## src/rtl/alu16.sv

```systemverilog
// 16-bit ALU: combinational operation decode feeding one registered result/status word.
// Result td and status PSW = {C, Z, V} appear one rising edge after the operands are sampled.
`timescale 1ns/1ps

module alu16 #(
    parameter int WIDTH = 16
) (
    input  logic             clk,
    input  logic             rst,
    input  logic [3:0]       Opcode,
    input  logic [WIDTH-1:0] alu_src1,
    input  logic [WIDTH-1:0] alu_src2,
    input  logic [3:0]       Opcode_src3,
    output logic [WIDTH-1:0] td,
    output logic [2:0]       PSW
);

    // Interface timing: there is no valid/ready pair. Every rising edge with
    // rst low accepts a new operation, and its result is visible after that edge.
    // td/PSW hold between edges. rst clears them at once, independent of clk.

    localparam logic [3:0] OP_ADD  = 4'd0;
    localparam logic [3:0] OP_SUB  = 4'd1;
    localparam logic [3:0] OP_AND  = 4'd2;
    localparam logic [3:0] OP_OR   = 4'd3;
    localparam logic [3:0] OP_XOR  = 4'd4;
    localparam logic [3:0] OP_NOT  = 4'd5;
    localparam logic [3:0] OP_SLL  = 4'd6;
    localparam logic [3:0] OP_SRL  = 4'd7;
    localparam logic [3:0] OP_SRA  = 4'd8;
    localparam logic [3:0] OP_ROL  = 4'd9;
    localparam logic [3:0] OP_ROR  = 4'd10;
    localparam logic [3:0] OP_INC  = 4'd11;
    localparam logic [3:0] OP_DEC  = 4'd12;
    localparam logic [3:0] OP_SLT  = 4'd13;
    localparam logic [3:0] OP_MUL  = 4'd14;
    localparam logic [3:0] OP_PASS = 4'd15;

    logic [WIDTH-1:0]   add_b;
    logic [WIDTH:0]     sum;
    logic [WIDTH:0]     diff;
    logic [2*WIDTH-1:0] prod;
    logic [WIDTH:0]     sll_ext;
    logic [WIDTH:0]     srl_ext;
    logic [WIDTH:0]     sra_ext;
    logic [4:0]         rot_inv;
    logic [WIDTH-1:0]   rol_r;
    logic [WIDTH-1:0]   ror_r;
    logic               add_v;
    logic               sub_v;
    logic [WIDTH-1:0]   res;
    logic               c;
    logic               v;
    logic [WIDTH+2:0]   out_q;

    // INC/DEC share the ADD/SUB adders with the second operand forced to 1.
    assign add_b = (Opcode == OP_INC || Opcode == OP_DEC) ? WIDTH'(1) : alu_src2;
    assign sum   = {1'b0, alu_src1} + {1'b0, add_b};
    assign diff  = {1'b0, alu_src1} - {1'b0, add_b};
    assign prod  = {{WIDTH{1'b0}}, alu_src1} * {{WIDTH{1'b0}}, alu_src2};

    assign add_v = (alu_src1[WIDTH-1] == add_b[WIDTH-1]) && (sum[WIDTH-1] != alu_src1[WIDTH-1]);
    assign sub_v = (alu_src1[WIDTH-1] != add_b[WIDTH-1]) && (diff[WIDTH-1] != alu_src1[WIDTH-1]);

    // Shifts carry one guard bit so the last bit shifted out lands in it (zero when s=0).
    assign sll_ext = {1'b0, alu_src1} << Opcode_src3;
    assign srl_ext = {alu_src1, 1'b0} >> Opcode_src3;
    assign sra_ext = $signed({alu_src1, 1'b0}) >>> Opcode_src3;

    assign rot_inv = 5'(WIDTH) - {1'b0, Opcode_src3};
    assign rol_r   = (alu_src1 << Opcode_src3) | (alu_src1 >> rot_inv);
    assign ror_r   = (alu_src1 >> Opcode_src3) | (alu_src1 << rot_inv);

    always_comb begin
        res = '0;
        c   = 1'b0;
        v   = 1'b0;
        case (Opcode)
            OP_ADD, OP_INC: begin
                res = sum[WIDTH-1:0];
                c   = sum[WIDTH];
                v   = add_v;
            end
            OP_SUB, OP_DEC: begin
                res = diff[WIDTH-1:0];
                c   = diff[WIDTH];
                v   = sub_v;
            end
            OP_AND:  res = alu_src1 & alu_src2;
            OP_OR:   res = alu_src1 | alu_src2;
            OP_XOR:  res = alu_src1 ^ alu_src2;
            OP_NOT:  res = ~alu_src1;
            OP_SLL: begin
                res = sll_ext[WIDTH-1:0];
                c   = sll_ext[WIDTH];
            end
            OP_SRL: begin
                res = srl_ext[WIDTH:1];
                c   = srl_ext[0];
            end
            OP_SRA: begin
                res = sra_ext[WIDTH:1];
                c   = sra_ext[0];
            end
            OP_ROL: begin
                res = rol_r;
                c   = (Opcode_src3 != 4'd0) && rol_r[0];
            end
            OP_ROR: begin
                res = ror_r;
                c   = (Opcode_src3 != 4'd0) && ror_r[WIDTH-1];
            end
            OP_SLT: begin
                res = ($signed(alu_src1) < $signed(alu_src2)) ? WIDTH'(1) : '0;
                c   = diff[WIDTH];
            end
            OP_MUL: begin
                res = prod[WIDTH-1:0];
                c   = |prod[2*WIDTH-1:WIDTH];
            end
            OP_PASS: res = alu_src2;
            default: res = '0;
        endcase
    end

    always_ff @(posedge clk or posedge rst) begin
        if (rst) begin
            out_q <= '0;
        end else begin
            out_q <= {c, (res == '0), v, res};
        end
    end

    assign {PSW, td} = out_q;

endmodule

```

## config.mk

```make
export PLATFORM = sky130hd
export DESIGN_NAME = alu16
export DESIGN_NICKNAME = d
export VERILOG_FILES = /design/src/rtl/alu16.sv
export SDC_FILE = /design/constraint.sdc
export NUM_CORES = 1
export LEC_CHECK = 0
export CAP_MARGIN = 25
export CELL_PAD_IN_SITES_DETAIL_PLACEMENT = 1
export CELL_PAD_IN_SITES_GLOBAL_PLACEMENT = 1
export CORE_ASPECT_RATIO = 1.2
export CORE_UTILIZATION = 49
export CTS_BUF_LIST = sky130_fd_sc_hd__clkbuf_4
export CTS_CLUSTER_DIAMETER = 40
export DETAILED_ROUTE_END_ITERATION = 7
export PLACE_DENSITY = 0.95
export SLEW_MARGIN = 15
export SYNTH_ARGS = -nofsm -noshare
export SYNTH_HDL_FRONTEND = slang
export SYNTH_SLANG_ARGS = --single-unit
```

## constraint.sdc

```tcl
create_clock -name clk -period 0.8 [get_ports clk]
set_input_delay 0.12 -clock clk [delete_from_list [all_inputs] [get_ports clk]]
set_output_delay 0.12 -clock clk [all_outputs]
set_load 0.01 [all_outputs]
```

==> run metrics, run 1 <==
Cell variety after synth 89; Resized cells post-CTS 567; clock sinks 19; syn avg cell area 7.83 um2; Die Wd 167 um; FFs w/ async S/R, synth 1.00; Post-synth EDFFs 0; Yosys reg bits 19; root buf cell clkbuf_4; Last stage clock tree synthesis (4_1_cts); Post-CTS Setup Inserts 86; Port Buffer Count 60; Rows 72; gp weighted congestion 1.34; prevailing post-synth register cell dfrtp_1; Syn Inst Count 2041; initial core utilization 0.497; syn nets 2465; synthesized area 0.0160 mm2; Max Root-Sink Buffers 2; HPWL after detailed placement 82400 um; hold_buf cts 0; H-tree lvl count 1; Synth Warn # 0; Post-Place Cells 2915; cts bufs inserted 3; I/O pin count 61; Area after DPL 0.0214 mm2; Die Height 200 um; register area share after synthesis 0.0298; status did not finish; stop err [ERROR DPL-0033] detailed placement checks failed during check placement.
kinds of logic after synthesis:
family | synth area share
AND/OR/NAND/NOR | 0.184
XOR/XNOR | 0.0175
AO/OA/AOI/OAI | 0.184
adder cells (fa/ha/maj) | 0.391
buffers and inverters | 0.106
multiplexers | 0.0872
flip-flops | 0.0298
metrics by stage:
step | hold WS [ps] | worst slack, ps | setup TNS (ps) | util
global placement | 453 | -5700 | -83540 | 0.665
floorplan | 71.1 | -4730 | -60970 | -
detailed placement | 484 | -6250 | -90200 | 0.665
cells in the mapped netlist (9+ instances only):
master     number  area (um2)
xnor2_1        18         158
nor4_1         15        93.8
buf_1          12        45.0
mux2i_1        44         440
dfrtp_1        19         475
clkinv_1       13        48.8
nor2b_1        22         138
inv_1         281        1050
nor2_1        209         785
nand2_1       237         890
a221oi_1       11        96.3
a211oi_1       26         195
a21oi_1        97         485
clkbuf_1       91         342
a31oi_1        16         100
mux4_2         29         653
o31ai_1        14         105
nand3_1        34         170
o22ai_1        21         131
o2111ai_1      12         105
mux2_2         20         225
a22oi_1        11        82.6
nor3_1         31         155
xor2_1         14         123
o21ai_0        84         420
ha_1          186        2330
o211ai_1       20         150
a211o_1         9        78.8
a21o_1         18         135
and3_1         10        62.6
nand2b_1       19         119
buf_2          29         145
nand4_1         9        56.3
fa_1          196        3920
==> run 2: changes to the inputs <==
==> config.mk (replaced) <==
export PLATFORM = sky130hd
export DESIGN_NAME = alu16
export DESIGN_NICKNAME = d
export VERILOG_FILES = /design/src/rtl/alu16.sv
export SDC_FILE = /design/constraint.sdc
export NUM_CORES = 1
export LEC_CHECK = 0
export CAP_MARGIN = 25
export CORE_UTILIZATION = 40
export DETAILED_ROUTE_END_ITERATION = 7
export PLACE_DENSITY_LB_ADDON = 0.15
export SLEW_MARGIN = 15
export SYNTH_ARGS = -nofsm -noshare
export SYNTH_HDL_FRONTEND = slang
export SYNTH_SLANG_ARGS = --single-unit
==> run metrics, run 2 <==
Critical Path RT 950 ps; Synth top area share 0.246; min-delay worst type primary input to asynchronous set/reset pin; synth top area cells fa_1 (25%), ha_1 (15%), inv_1 (6.6%), nand2_1 (5.6%), nor2_1 (4.9%); I/O pin count 61; final setup vio count 38; first-pass GRT wire length 120000 um; crit path max fanout 4; Die ar. 0.0408 mm2; initial DRC count 2019; clock sinks 19; First-pass DRT Iterations 6; most common cell after layout, fill and taps aside buf_4; top-count cell post-synth inv_1; Comb pwr share 0.977; commonest cells after routing, fill and taps aside buf_4 (619), inv_1 (233), nand2_1 (204); largest net degree at the start of global routing 40; Worst path slowest cell fa_1; layout cell share with drive strength beyond 1 0.430; hold_buf cts 0; relative slew slack 0.364; power per cell area 4100 mW/mm2; critical path data arrival time 5960 ps; FFs w/ async S/R, synth 1.00; Synth Warn # 0; Post-route DRC 0; Area after DPL 0.0220 mm2; failing checks setup timing; global-route usage over all layers 0.397; initial core utilization 0.410; root buf cell clkbuf_16; status finished, violations left; syn nets 2465; Port Buffer Count 60; H-tree lvl count 1; Die Height 202 um; sequential power share 0.012; final core area utilization 0.644; Setup crit end kind register; antenna violations before repair 2; max-cap viol count 0; Die Wd 202 um; gp weighted congestion 1.06; Sw Pwr 51700 uW; Final Cell Area 0.0251 mm2; Rows 72; Worst path max stage delay 540 ps; Worst Setup SP alu_src2[4]; pin slew with the least headroom to its limit 941 ps; synthesized area 0.0160 mm2; HPWL after detailed placement 64800 um; RSZ-0062 raised after global routing yes; core area 0.0390 mm2; Syn Inst Count 2041; register area share after synthesis 0.0298; area grow syn2layout 57.3%; Antenna Nets Post-Route 0; achievable frequency 172 MHz; top cells by count, synth inv_1 (281), nand2_1 (237), nor2_1 (209); Peak VDD IR 8.22 mV; largest area contributor in the netlist fa_1; post-route minimum period 5810 ps; Setup CP Type primary input to register; Reg with most FFs out_q; number of flip-flops in the largest register 19; TritonCTS clock tree done; Cell variety after synth 89; Regs by FF count out_q: 19 flops; Routed WL 82500 um; clock share of power 0.011; Vias 19072; vias in the first global route 18835; setup slack after layout -5010 ps; fin crit share 7.26; Max Root-Sink Buffers 2; Post-Place Cells 3091; prevailing post-synth register cell dfrtp_1; post-route insts no fill 3232; sw frac 0.501; Final Hold Viols 0; Setup crit start kind primary input; Post-synth EDFFs 0; syn avg cell area 7.83 um2; leakage 0.0118 uW; n_diodes 0; # fillers 3322; post-DR vias/cell 5.90; max-slew violations 0; clock slew at reported path FFs 70 ps; Nets 3139; cts bufs inserted 3; Int Power 51400 uW; wire per inst 25.5 um; Congestion Overflow GR 0; Yosys reg bits 19
run 2: final cells by class:
cell class / instances / area (um2) / area share
Multi-Input combinational cell: 1589 / 15600 / 0.622
Timing Repair Buffer: 806 / 7060 / 0.281
Sequential cell: 19 / 475 / 0.0189
Inverter: 296 / 1230 / 0.0489
Clock buffer: 4 / 78.8 / 0.00314
Tap cell: 518 / 648 / 0.0258
run 2: cells by family (layout without fill, tap and decap cells):
logic type | Yosys count | count (layout) | share of synthesized area
simple gates | 645 | 645 | 0.184
buf+inv | 433 | 1106 | 0.106
compound gates | 434 | 434 | 0.184
flops | 19 | 19 | 0.0298
fa+ha+maj | 382 | 382 | 0.391
xor+xnor | 32 | 32 | 0.0175
mux | 96 | 96 | 0.0872
run 2: worst paths after layout:
path	endpoint	slack (ps)
worst max-delay path	out_q[18]	-5010
worst min-delay path	out_q[3]	190
min in group clk	out_q[18]	610
max in group asynchronous	out_q[8]	470
run 2: layer usage:
layer  routed length (um)  vias up  track usage  part of all wire
li1                     -     8341            -                 -
met1                34500     9451        0.553              0.42
met2                34900     1074        0.587              0.42
met3                 9100      204        0.104              0.11
met4                 4000        2        0.144             0.048
met5                   12        -            0           0.00015
run 2: critical path, delay by kind of cell:
family / cells / cell delay, ps
AO/OA/AOI/OAI: 5 / 1170
AND/OR/NAND/NOR: 5 / 600
adder cells (fa/ha/maj): 7 / 3340
XOR/XNOR: 1 / 170
buffers and inverters: 8 / 550
run 2: power groups by stage:
stage / logic, uW / clock network (uW) / registers [uW]
after global placement: 73600 / 0 / 1250
after floorplan: 48100 / 0 / 1440
after detailed placement: 74200 / 0 / 1260
after CTS: 92300 / 1150 / 1250
after global routing: 107000 / 1200 / 1270
final: 101000 / 1160 / 1250
run 2: timing repair:
item,CTS,global route
endpoints found under the setup margin,38,38
resized for setup,518,205
pin swaps,137,141
cloned,4,2
setup buffers,90,53
run 2: per-stage QoR:
stage,worst slack [ps],hold WS [ps],setup TNS (ps),power [uW]
final,-5010,186,-68930,103000
after global routing,-5200,237,-71210,110000
after CTS,-4980,192,-68900,94700
after detailed placement,-5850,462,-86510,75400
after global placement,-5770,454,-86170,74800
after floorplan,-4730,71.1,-60970,49600
(Power assumes the default switching activity.)
